**src/rtl/io_pkg.sv**
```systemverilog
// Shared constants for the packed IO status word, common to io_input_cond and
// datamem's IO window decoder.
package io_pkg;

  localparam int IOIN_STICKY_LSB = 16;
  localparam int IO_MAX_WIDTH    = 16;

endpackage

```
**src/rtl/io_input_cond_debounce_bit.sv**
```systemverilog
// One conditioned input bit: synchroniser chain, debounce counter, stable level,
// registered rising-edge pulse and sticky press flag.
module debounce_bit #(
  parameter int SYNC_STAGES     = 2,
  parameter int DEBOUNCE_CYCLES = 4
) (
  input  logic clk,
  input  logic rst,
  input  logic pinIn,
  input  logic clrSticky,
  output logic stable,
  output logic edgePulse,
  output logic sticky
);

  localparam int CNT_W = $clog2(DEBOUNCE_CYCLES + 1);
  localparam logic [CNT_W-1:0] CNT_LAST = CNT_W'(DEBOUNCE_CYCLES - 1);

  logic [SYNC_STAGES-1:0] syncChain_p0;
  logic                   sync_p1;
  logic [CNT_W-1:0]       cnt;
  logic                   flip;
  logic                   rise;

  assign sync_p1 = syncChain_p0[SYNC_STAGES-1];
  // A flip is accepted only on the last of DEBOUNCE_CYCLES consecutive mismatches.
  assign flip    = (sync_p1 != stable) && (cnt == CNT_LAST);
  assign rise    = flip && sync_p1;

  // Synchroniser stage
  always_ff @(posedge clk) begin
    if (!rst) syncChain_p0 <= '0;
    else      syncChain_p0 <= {syncChain_p0[SYNC_STAGES-2:0], pinIn};
  end

  // Debounce / edge / sticky stage
  always_ff @(posedge clk) begin
    if (!rst) begin
      cnt       <= '0;
      stable    <= 1'b0;
      edgePulse <= 1'b0;
      sticky    <= 1'b0;
    end else begin
      if (sync_p1 == stable) begin
        cnt <= '0;
      end else if (flip) begin
        stable <= sync_p1;
        cnt    <= '0;
      end else begin
        cnt <= cnt + 1'b1;
      end
      edgePulse <= rise;
      // A new press outranks a simultaneous clear so it is never lost.
      if (rise)           sticky <= 1'b1;
      else if (clrSticky) sticky <= 1'b0;
    end
  end

endmodule

```
**src/rtl/io_input_cond.sv**
```systemverilog
// Conditions raw board inputs into debounced levels and sticky press flags,
// packed into the cpu's 32-bit ioin word.
module io_input_cond
  import io_pkg::*;
#(
  parameter int WIDTH           = 8,
  parameter int SYNC_STAGES     = 2,
  parameter int DEBOUNCE_CYCLES = 4
) (
  input  logic             clk,
  input  logic             rst,
  input  logic [WIDTH-1:0] pins_in,
  input  logic [WIDTH-1:0] clr_sticky,
  output logic [WIDTH-1:0] edge_pulse,
  output logic [31:0]      ioin
);

  if (WIDTH < 1 || WIDTH > IO_MAX_WIDTH) begin : gWidthCheck
    $error("io_input_cond: WIDTH must be 1..%0d", IO_MAX_WIDTH);
  end
  if (SYNC_STAGES < 2) begin : gSyncCheck
    $error("io_input_cond: SYNC_STAGES must be >= 2");
  end
  if (DEBOUNCE_CYCLES < 1) begin : gDebCheck
    $error("io_input_cond: DEBOUNCE_CYCLES must be >= 1");
  end

  logic [WIDTH-1:0] stable;
  logic [WIDTH-1:0] sticky;

  for (genvar i = 0; i < WIDTH; i++) begin : gBit
    debounce_bit #(
      .SYNC_STAGES    (SYNC_STAGES),
      .DEBOUNCE_CYCLES(DEBOUNCE_CYCLES)
    ) uBit (
      .clk      (clk),
      .rst      (rst),
      .pinIn    (pins_in[i]),
      .clrSticky(clr_sticky[i]),
      .stable   (stable[i]),
      .edgePulse(edge_pulse[i]),
      .sticky   (sticky[i])
    );
  end

  always_comb begin
    ioin = '0;
    ioin[WIDTH-1:0]                 = stable;
    ioin[IOIN_STICKY_LSB +: WIDTH]  = sticky;
  end

endmodule

```
**config.mk**
```make
export PLATFORM = sky130hd
export DESIGN_NAME = io_input_cond
export DESIGN_NICKNAME = d
export VERILOG_FILES = /design/src/rtl/io_pkg.sv /design/src/rtl/io_input_cond_debounce_bit.sv /design/src/rtl/io_input_cond.sv
export SDC_FILE = /design/constraint.sdc
export NUM_CORES = 1
export LEC_CHECK = 0
export BUFFER_PORTS_ARGS = -buffer_cell sky130_fd_sc_hd__buf_2
export CORE_AREA = 2 2 95 97
export DETAILED_ROUTE_END_ITERATION = 7
export DIE_AREA = 0 0 97 99
export PLACE_DENSITY_LB_ADDON = 0.25
export REMOVE_ABC_BUFFERS = 1
export SYNTH_ARGS = -nofsm -noshare
export SYNTH_HDL_FRONTEND = slang
export SYNTH_SLANG_ARGS = --single-unit
```
**constraint.sdc**
```tcl
create_clock -name clk -period 1.3 [get_ports clk]
set_input_delay 0.065 -clock clk [delete_from_list [all_inputs] [get_ports clk]]
set_output_delay 0.065 -clock clk [all_outputs]
set_load 0.03 [all_outputs]
```
==> results.json, run 1 <==
{
  "grt_pass1_vias": 1440,
  "pwr-share-clk_pct": 44.9,
  "switching_power_mw": 0.835,
  "layoutNonFillerInstCount": 384,
  "initial_core_util_pct": 29.2,
  "p_int_mw": 3.16,
  "hpwl_mm": 2.60,
  "cts_max_level": 3,
  "cts_sinks": 64,
  "vias_per_cell": 4.12,
  "ys_seq_elements": 64,
  "peakVddDrop_mv": 0.622,
  "die_h_um": 99,
  "io_buffers": 41,
  "swShare_pct": 20.9,
  "cts_root_buf": "clkbuf_8",
  "yosys-top-cells-area": "dfxtp_1, buf_4, ha_1, and2_1, nor4_1",
  "drive_gt1_share_pct": 26.8,
  "yosys.area.top_type_share_pct": 51.4,
  "grt.overflow.total": 0,
  "leakage_nw": 1.30,
  "ys.flop_type": "dfxtp_1",
  "placedCellCount": 355,
  "drt_wl_total_mm": 3.89,
  "slew_viol_final": 0,
  "critPathMaxFanout": 4,
  "critPathBufInv": 0,
  "numCtsBuffers": 9,
  "syn_area_sq_um": 2490,
  "cpMaxStageDelayCell": "dfxtp_1",
  "io_pins": 58,
  "worstSkewPairLatency_ns": 0.33,
  "grt_max_degree": 23,
  "path_clk_slew_ns": 0.07,
  "setup_viol": 0,
  "drt_pass1_iterations": 4,
  "dp_slack_ns": 0.0381,
  "cap_violations": 0,
  "dieArea_sq_um": 9600,
  "antenna_cells": 0,
  "cp_cell_sequence": "ha_1, ha_2, and4b_1, a31o_2",
  "rsz0062_at_grt": "no",
  "yosysWarnings": 0,
  "gp_congestion": 0.675,
  "place_area_sq_um": 2600,
  "drt-initial-drc-count": 64,
  "power_frac_comb_pct": 5.0,
  "vias": 1582,
  "hp-class": "in2reg",
  "skew_ns": 0.00473,
  "drc": 0,
  "cts_tree": "built",
  "seqPwrFrac_pct": 50.2,
  "finalPower_mw": 4.00,
  "worstSetupStartpointType": "flop",
  "status": "finished, final reports clean",
  "fmax_ghz": 0.815,
  "antenna_found_initial": 0,
  "syn_to_final_growth_pct": 19.2,
  "critPathTopFamily": "adder cells",
  "power.density_nw_per_um2": 1340,
  "cp_slowest_stage_delay_ns": 0.32,
  "min_period_over_period_pct": 94.4,
  "yosysTopAreaCell": "dfxtp_1",
  "die_w_um": 97,
  "stdcell_area_sq_um": 2970,
  "synth_edf_count": 0,
  "core_area_sq_um": 8550,
  "clk_path_buf_depth": 2,
  "fin_ws_ns": 0.0725,
  "grt_util_all_layers_pct": 8.68,
  "arrival_ns": 1.45,
  "hold_viol_final": 0,
  "rows": 34,
  "postSynthCellCount": 230,
  "worst_ep_required_time_ns": 1.52,
  "ant_nets": 0,
  "worstSetupPathType": "reg2reg",
  "synthArstFlopShare_pct": 0,
  "ys_seq_area_share_pct": 51.4,
  "endpoint_kind": "flop",
  "grt_pass1_wl_mm": 6.56,
  "yosysUniqueCellTypes": 23,
  "fin_nets": 305,
  "final.min_clock_period_ns": 1.23,
  "finalSetupTns_ns": 0,
  "syn_area_per_cell_sq_um": 10.8,
  "wl_per_cell_um": 10.1
}
-- synthesized netlist by cell type, drive strengths merged, types with 5 or more instances --
cell and n:
inv 13, ha 16, nor4 16, xnor2 8
and2 16, buf 45, nor4b 8, nand2b 5
dfxtp 64, nor2 5
-- registers in the layout (all words and copies together) (netlist names) --
signal and flops:
gBit.uBit.sticky 8, gBit.uBit.edgePulse 8, gBit.uBit.syncChain_p0 16, gBit.uBit.cnt 24, gBit.uBit.stable 8
-- area by class of cell --
type	instances	area [sq um]
fillers	882	5580
flip-flops and latches	64	1280
multi-input cells	121	897
repair buffers	62	393
clock buffers	14	183
well taps	108	135
inverters	13	48.8
clock inverters	2	35.0
-- what timing repair did --
action	CTS	global route
buffers inserted	0	1
gates resized for setup	0	5
endpoints found under the hold margin	12	0
hold buffers	12	0
setup endpoints to repair	0	6
-- worst min-delay path, cell delays in order --
cell and delay, ns:
buf_2 0.09, inv_1 0.04, a31o_2 0.13
-- layer usage --
layer	share of wire (%)	track usage, %
met1	47	10.3
met2	45	13.2
met3	7.0	4.82
met4	1.6	3.25
met5	0	0
-- path summary, 6_finish.rpt --
kind	slack, ns	to	startpoint	depth (start not counted)
hold / removal	0.03	gBit[6].uBit.sticky	clr_sticky[6]	3
setup / recovery	0.07	gBit[2].uBit.sticky	gBit[2].uBit.cnt[0]	4
hold reg to reg	0.43	gBit[6].uBit.cnt[0]	gBit[6].uBit.cnt[0]	1
setup reg to reg	0.07	gBit[2].uBit.sticky	gBit[2].uBit.cnt[0]	4
-- power groups by stage --
stage	sequential, mW	clock (mW)	combinational, mW
floorplan	2.05	0	0.111
global placement	2.05	0	0.170
detailed placement	2.05	0	0.171
CTS	2.00	1.88	0.199
global route	2.01	1.96	0.219
finish	2.01	1.79	0.198
-- metrics by stage --
stage          hold WS, ns  util (%)
2_1_floorplan        0.187         -
3_3_place_gp         0.272      30.5
3_5_place_dp         0.276      30.5
4_1_cts            0.00326      34.4
5_1_grt             0.0142      34.8
6_report            0.0309      34.8
-- kinds of logic (layout without fill, tap and decap cells) --
logic type	after synthesis	after routing	share of synthesized area, %
buffers and inverters	60	91	15.9
DFF	64	64	51.4
xor gates and xnor gates	8	8	2.81
adders and majority gates	16	16	8.02
muxes	4	4	1.60
other	1	16	0.150
and+or+nand+nor	65	65	16.9
AOI/OAI and AO/OA	12	12	3.31
-- cells in the final DEF (no fill, tap or decap), types with 7 or more instances in the layout --
master | synthesis | final
buf_2 | 2 | 41
nor4_1 | 16 | 14
ha_1 | 16 | 14
clkbuf_8 | 0 | 13
conb_1 | 1 | 16
inv_1 | 13 | 13
nor4b_1 | 8 | 7
and2_1 | 16 | 16
dfxtp_1 | 64 | 64
buf_4 | 41 | 9
xnor2_1 | 8 | 8
dlygate4sd3_1 | 0 | 12
(Power assumes the default switching activity.)
==> inputs of run 2 (changes only) <==
--- a/config.mk
+++ b/config.mk
@@ -9,6 +9,7 @@
 export CORE_AREA = 2 2 95 97
 export DETAILED_ROUTE_END_ITERATION = 7
 export DIE_AREA = 0 0 97 99
+export GPL_ROUTABILITY_DRIVEN = 0
 export PLACE_DENSITY_LB_ADDON = 0.25
 export REMOVE_ABC_BUFFERS = 1
 export SYNTH_ARGS = -nofsm -noshare
==> constraint.sdc (replaced) <==
create_clock -name clk -period 1.05 [get_ports clk]
set_input_delay 0.0525 -clock clk [delete_from_list [all_inputs] [get_ports clk]]
set_output_delay 0.0525 -clock clk [all_outputs]
set_load 0.03 [all_outputs]
==> results.json, run 2 (same netlist as run 1, synthesis figures left out) <==
{
  "status": "complete, but fails checks",
  "failed_checks": "setup timing",
  "antenna_found_initial": 0,
  "hpwl_mm": 2.65,
  "drt_wl_total_mm": 4.56,
  "stdcell_area_sq_um": 3620,
  "final.min_clock_period_ns": 1.15,
  "finalPower_mw": 4.74,
  "setup_viol": 18,
  "vias_per_cell": 4.24,
  "layoutNonFillerInstCount": 391,
  "antenna_cells": 0,
  "nFillCells": 812,
  "drt_pass1_iterations": 4,
  "io_buffers": 41,
  "die_h_um": 99,
  "rows": 34,
  "regMostFlops": "gBit.uBit.cnt",
  "peakVddDrop_mv": 0.616,
  "arrival_ns": 1.37,
  "min_period_over_period_pct": 109,
  "max_slew_margin_pct": 59.6,
  "grt_util_all_layers_pct": 9.70,
  "placedCellCount": 357,
  "critPathMaxFanout": 2,
  "wl_per_cell_um": 11.7,
  "leakage_nw": 1.39,
  "dieArea_sq_um": 9600,
  "vias": 1656,
  "initial_core_util_pct": 29.2,
  "ff2ff_setup_slack_ns": -0.1,
  "largest_reg_flops": 24,
  "cts_sinks": 64,
  "drive_gt1_share_pct": 54.4,
  "grt_pass1_wl_mm": 7.51,
  "die_w_um": 97,
  "dp_slack_ns": -0.198,
  "worstSetupStartpointType": "flop",
  "cts_max_level": 3,
  "grt_max_degree": 23,
  "fin_ws_ns": -0.0966,
  "final_cell_mix": "dfxtp_1, buf_2, dfxtp_2",
  "hold_viol_final": 0,
  "worstSkewPairLatency_ns": 0.33,
  "skew_ns": 0.00448,
  "grt.overflow.total": 0,
  "endpoint_kind": "flop",
  "layout.cells.most_common": "dfxtp_1",
  "numCtsBuffers": 9,
  "fin_nets": 312,
  "hp-class": "in2reg",
  "ant_nets": 0,
  "reg_top3": "gBit.uBit.cnt (24), gBit.uBit.syncChain_p0 (16)",
  "power.density_nw_per_um2": 1310,
  "path_clk_slew_ns": 0.07,
  "slew_viol_final": 0,
  "io_pins": 58,
  "worst_pin_slew_ns": 0.602,
  "drt-initial-drc-count": 16,
  "fmax_ghz": 0.872,
  "worst_ep_required_time_ns": 1.27,
  "rsz0062_at_grt": "yes",
  "place_area_sq_um": 2630,
  "cts_root_buf": "clkbuf_8",
  "cap_violations": 0,
  "syn_to_final_growth_pct": 45.3,
  "clk_path_buf_depth": 2,
  "worstSetupPathType": "reg2reg",
  "cts_tree": "built",
  "core_area_sq_um": 8550,
  "drc": 0,
  "grt_pass1_vias": 1641
}
run 2: cell count changes in the layout (fill, tap and decap cells not counted), moves of 5 or more:
cell,delta
nor4_4,+11
xnor2_1,-5
xnor2_2,+5
dfxtp_2,+21
nor4b_4,+6
nor4b_1,-7
nor4_1,-12
dfxtp_1,-22
ha_4,+16
ha_1,-14
run 2: per-stage QoR:
stage	TNS [ns]	util, %	hold WS [ns]
2_1_floorplan	-1.01	-	0.174
3_3_place_gp	-3.49	30.8	0.258
3_5_place_dp	-4.13	30.8	0.263
4_1_cts	-0.820	38.3	0.00283
5_1_grt	-2.06	42.4	0.0173
6_report	-0.814	42.4	0.0243
run 2: path summary, 6_finish.rpt:
kind         cells after the start                    startpoint                      endpoint
max                              4           gBit[2].uBit.cnt[0]           gBit[2].uBit.sticky
min                              3                 clr_sticky[0]           gBit[0].uBit.sticky
max reg2reg                      4           gBit[2].uBit.cnt[0]           gBit[2].uBit.sticky
min reg2reg                      1  gBit[6].uBit.syncChain_p0[0]  gBit[6].uBit.syncChain_p0[1]
run 2: final cells by class:
| class | count | area, sq um | area share, % |
|---|---|---|---|
| Tap cell | 108 | 135 | 3.73 |
| Clock buffer | 13 | 169 | 4.66 |
| Inverter | 13 | 48.8 | 1.35 |
| Timing Repair Buffer | 69 | 479 | 13.2 |
| Clock inverter | 3 | 15.0 | 0.414 |
| Multi-Input combinational cell | 121 | 1470 | 40.5 |
| Sequential cell | 64 | 1310 | 36.2 |
run 2: timing repair:
action / CTS / global route
pin swaps: 22 / 15
hold endpoints to repair: 12 / 0
setup endpoints to repair: 43 / 47
resized for setup: 60 / 61
hold buffers: 12 / 0
buffers inserted: 5 / 1
run 2: power by group:
part	total [mW]	internal [mW]	switching, mW	leakage [nW]
logic	0.322	0.127	0.195	0.760
registers	2.49	2.46	0.0260	0.531
clock network	1.93	1.04	0.892	0.0992
total	4.74	3.63	1.11	1.39
run 2: critical path: stages, from the launching register on:
cell and delay (ns):
dfxtp_2 0.34, ha_4 0.16, ha_4 0.15, and4b_1 0.18
a31o_2 0.21
run 2: metal layers:
metal	up-vias	part of all wire, %	GRT usage (%)
met5	-	0	0
met4	0	2.0	5.20
met3	9	4.7	3.19
met2	44	48	15.0
met1	781	46	12.0
li1	822	-	-
==> inputs of run 3 (changes only) <==
--- a/config.mk
+++ b/config.mk
@@ -6,12 +6,13 @@
 export NUM_CORES = 1
 export LEC_CHECK = 0
 export BUFFER_PORTS_ARGS = -buffer_cell sky130_fd_sc_hd__buf_2
-export CORE_AREA = 2 2 95 97
+export CORE_AREA = 2 2 92 94
 export DETAILED_ROUTE_END_ITERATION = 7
-export DIE_AREA = 0 0 97 99
+export DIE_AREA = 0 0 94 96
 export GPL_ROUTABILITY_DRIVEN = 0
 export PLACE_DENSITY_LB_ADDON = 0.25
 export REMOVE_ABC_BUFFERS = 1
 export SYNTH_ARGS = -nofsm -noshare
 export SYNTH_HDL_FRONTEND = slang
+export SYNTH_HIERARCHICAL = 1
 export SYNTH_SLANG_ARGS = --single-unit
==> results.json, run 3 <==
{
  "ys.flop_type": "dfxtp_1",
  "cts_root_buf": "clkbuf_8",
  "dp_slack_ns": -0.203,
  "initial_core_util_pct": 29.4,
  "worstSkewPairLatency_ns": 0.34,
  "cap_violations": 0,
  "peakVddDrop_mv": 0.714,
  "numCtsBuffers": 9,
  "final.min_clock_period_ns": 1.20,
  "path_clk_slew_ns": 0.08,
  "hpwl_mm": 2.69,
  "synthArstFlopShare_pct": 0,
  "vias": 1616,
  "wl_per_cell_um": 11.4,
  "power.density_nw_per_um2": 1330,
  "arrival_ns": 1.44,
  "yosysMostFrequentCell": "dfxtp_1",
  "cpMaxStageDelayCell": "dfxtp_4",
  "die_h_um": 96,
  "final_cell_mix": "dfxtp_1, buf_2, dfxtp_2",
  "regMostFlops": "gBit.uBit/cnt",
  "antenna_found_initial": 0,
  "ys_seq_area_share_pct": 54.2,
  "worstSetupPathType": "reg2reg",
  "core_area_sq_um": 8050,
  "postSynthCellCount": 193,
  "drt_wl_total_mm": 4.42,
  "setup_viol": 41,
  "grt_pass1_vias": 1625,
  "die_w_um": 94,
  "grt_max_degree": 26,
  "grt.overflow.total": 0,
  "yosysUniqueCellTypes": 13,
  "status": "complete, but fails checks",
  "critPathMaxFanout": 2,
  "syn_to_final_growth_pct": 53.2,
  "io_pins": 58,
  "grt_pass1_wl_mm": 7.36,
  "nFillCells": 768,
  "worst_ep_required_time_ns": 1.29,
  "rows": 33,
  "drc": 0,
  "worstSetupStartpointType": "flop",
  "largest_reg_flops": 24,
  "ys_seq_elements": 64,
  "rsz0062_at_grt": "yes",
  "regArea_sq_um": 1310,
  "ff2ff_setup_slack_ns": -0.15,
  "drive_gt1_share_pct": 56.0,
  "min_period_over_period_pct": 114,
  "antenna_cells": 0,
  "cts_sinks": 64,
  "cts_tree": "built",
  "critPathBufInv": 0,
  "failed_checks": "setup timing",
  "hp-class": "in2reg",
  "critPathMostFrequentCell": "ha_4",
  "fmax_ghz": 0.835,
  "drt_pass1_iterations": 4,
  "yosysWarnings": 6,
  "ant_nets": 0,
  "yosysTopAreaCell": "dfxtp_1",
  "fin_ws_ns": -0.147,
  "dieArea_sq_um": 9020,
  "synth_edf_count": 0,
  "hold_viol_final": 0,
  "fin_nets": 313,
  "syn_area_sq_um": 2370,
  "reg_top3": "gBit.uBit/cnt (24), gBit.uBit/syncChain_p0 (16)",
  "vias_per_cell": 4.15,
  "drt-initial-drc-count": 45,
  "grt_util_all_layers_pct": 11.1,
  "endpoint_kind": "flop",
  "io_buffers": 41,
  "cp_cell_sequence": "ha_4, ha_4, and4b_2, a31o_4",
  "cts_max_level": 3,
  "yosys-top-cells-area": "dfxtp_1, ha_1, nor4b_1, buf_4, and2_1",
  "layout.cells.most_common": "dfxtp_1",
  "clk_path_buf_depth": 2,
  "slew_viol_final": 0,
  "critPathTopFamily": "flip-flops",
  "syn_area_per_cell_sq_um": 12.3,
  "yosys.area.top_type_share_pct": 54.2,
  "leakage_nw": 1.47,
  "finalPower_mw": 4.81,
  "multi_input_area_sq_um": 1360,
  "cp_slowest_stage_delay_ns": 0.36,
  "skew_ns": 0.0119
}
run 3: cell count changes after synthesis, moves of 5 or more:
cell / change
nor4b_1: +8
and4bb_2: +8
nor2_1: -5
nor4_1: -16
nor2b_1: +8
buf_4: -25
nand2b_1: -5
and4b_2: +8
run 3: repair_timing:
action | in CTS | in global routing
resized for setup | 72 | 25
pin swaps | 25 | 7
buffers inserted | 6 | 3
endpoints found under the setup margin | 41 | 44
endpoints found under the hold margin | 14 | 0
hold buffers | 14 | 0
run 3: layer usage:
layer	wire length [um]	share of wire (%)	up-vias	track usage, %
met4	87	2.0	0	6.16
li1	-	-	823	-
met2	2160	49	45	18.6
met3	243	5.5	6	4.62
met1	1930	44	742	11.8
met5	0	0	-	0
run 3: path summary, 6_finish.rpt:
path / end / cells after the start / start
min reg2reg: gBit[2].uBit/syncChain_p0[1] / 1 / gBit[2].uBit/syncChain_p0[0]
max: gBit[3].uBit/sticky / 4 / gBit[3].uBit/cnt[0]
max reg2reg: gBit[3].uBit/sticky / 4 / gBit[3].uBit/cnt[0]
min: gBit[7].uBit/sticky / 3 / clr_sticky[7]
run 3: final cells by class:
cell class              instances  area share, %
clock buffers                  10           3.52
clock inverters                 6           1.66
inverters                      16           1.66
multi-input cells             112           37.5
flip-flops and latches         64           36.2
well taps                     105           3.62
repair buffers                 76           15.8
run 3: where the power goes:
group,switching [mW],internal (mW),total (mW)
clock network,0.934,1.08,2.02
registers,0.0254,2.46,2.49
logic,0.160,0.148,0.308
total,1.12,3.69,4.81
run 3: logic make-up (layout without fill, tap and decap cells):
logic type / after synthesis / count (layout) / synth area share, %
flip-flops: 64 / 64 / 54.2
AND/OR/NAND/NOR: 56 / 56 / 20.3
buffers and inverters: 32 / 108 / 7.62
adder cells (fa/ha/maj): 16 / 16 / 8.46
AO/OA/AOI/OAI: 8 / 8 / 2.96
XOR/XNOR: 8 / 8 / 2.96
multiplexers: 8 / 8 / 3.38
other: 1 / 16 / 0.158
run 3: through the flow:
step / hold slack, ns / TNS, ns / area [sq um] / std cells / util (%)
after floorplan: 0.174 / -1.87 / 2300 / 192 / -
after detailed placement: 0.261 / -5.64 / 2750 / 350 / 34.2
final: 0.0219 / -2.33 / 3620 / 389 / 45.0
after global routing: 0.00979 / -4.10 / 3620 / 389 / 45.0
after CTS: 0.00632 / -2.37 / 3480 / 386 / 43.3
after global placement: 0.261 / -4.89 / 2750 / 350 / 34.2
run 3: worst register-to-register path, delay by kind of cell, from the launching register on:
kind	cells	cell delay (ns)
fa+ha+maj	2	0.31
compound gates	1	0.20
simple gates	1	0.22
flops	1	0.36
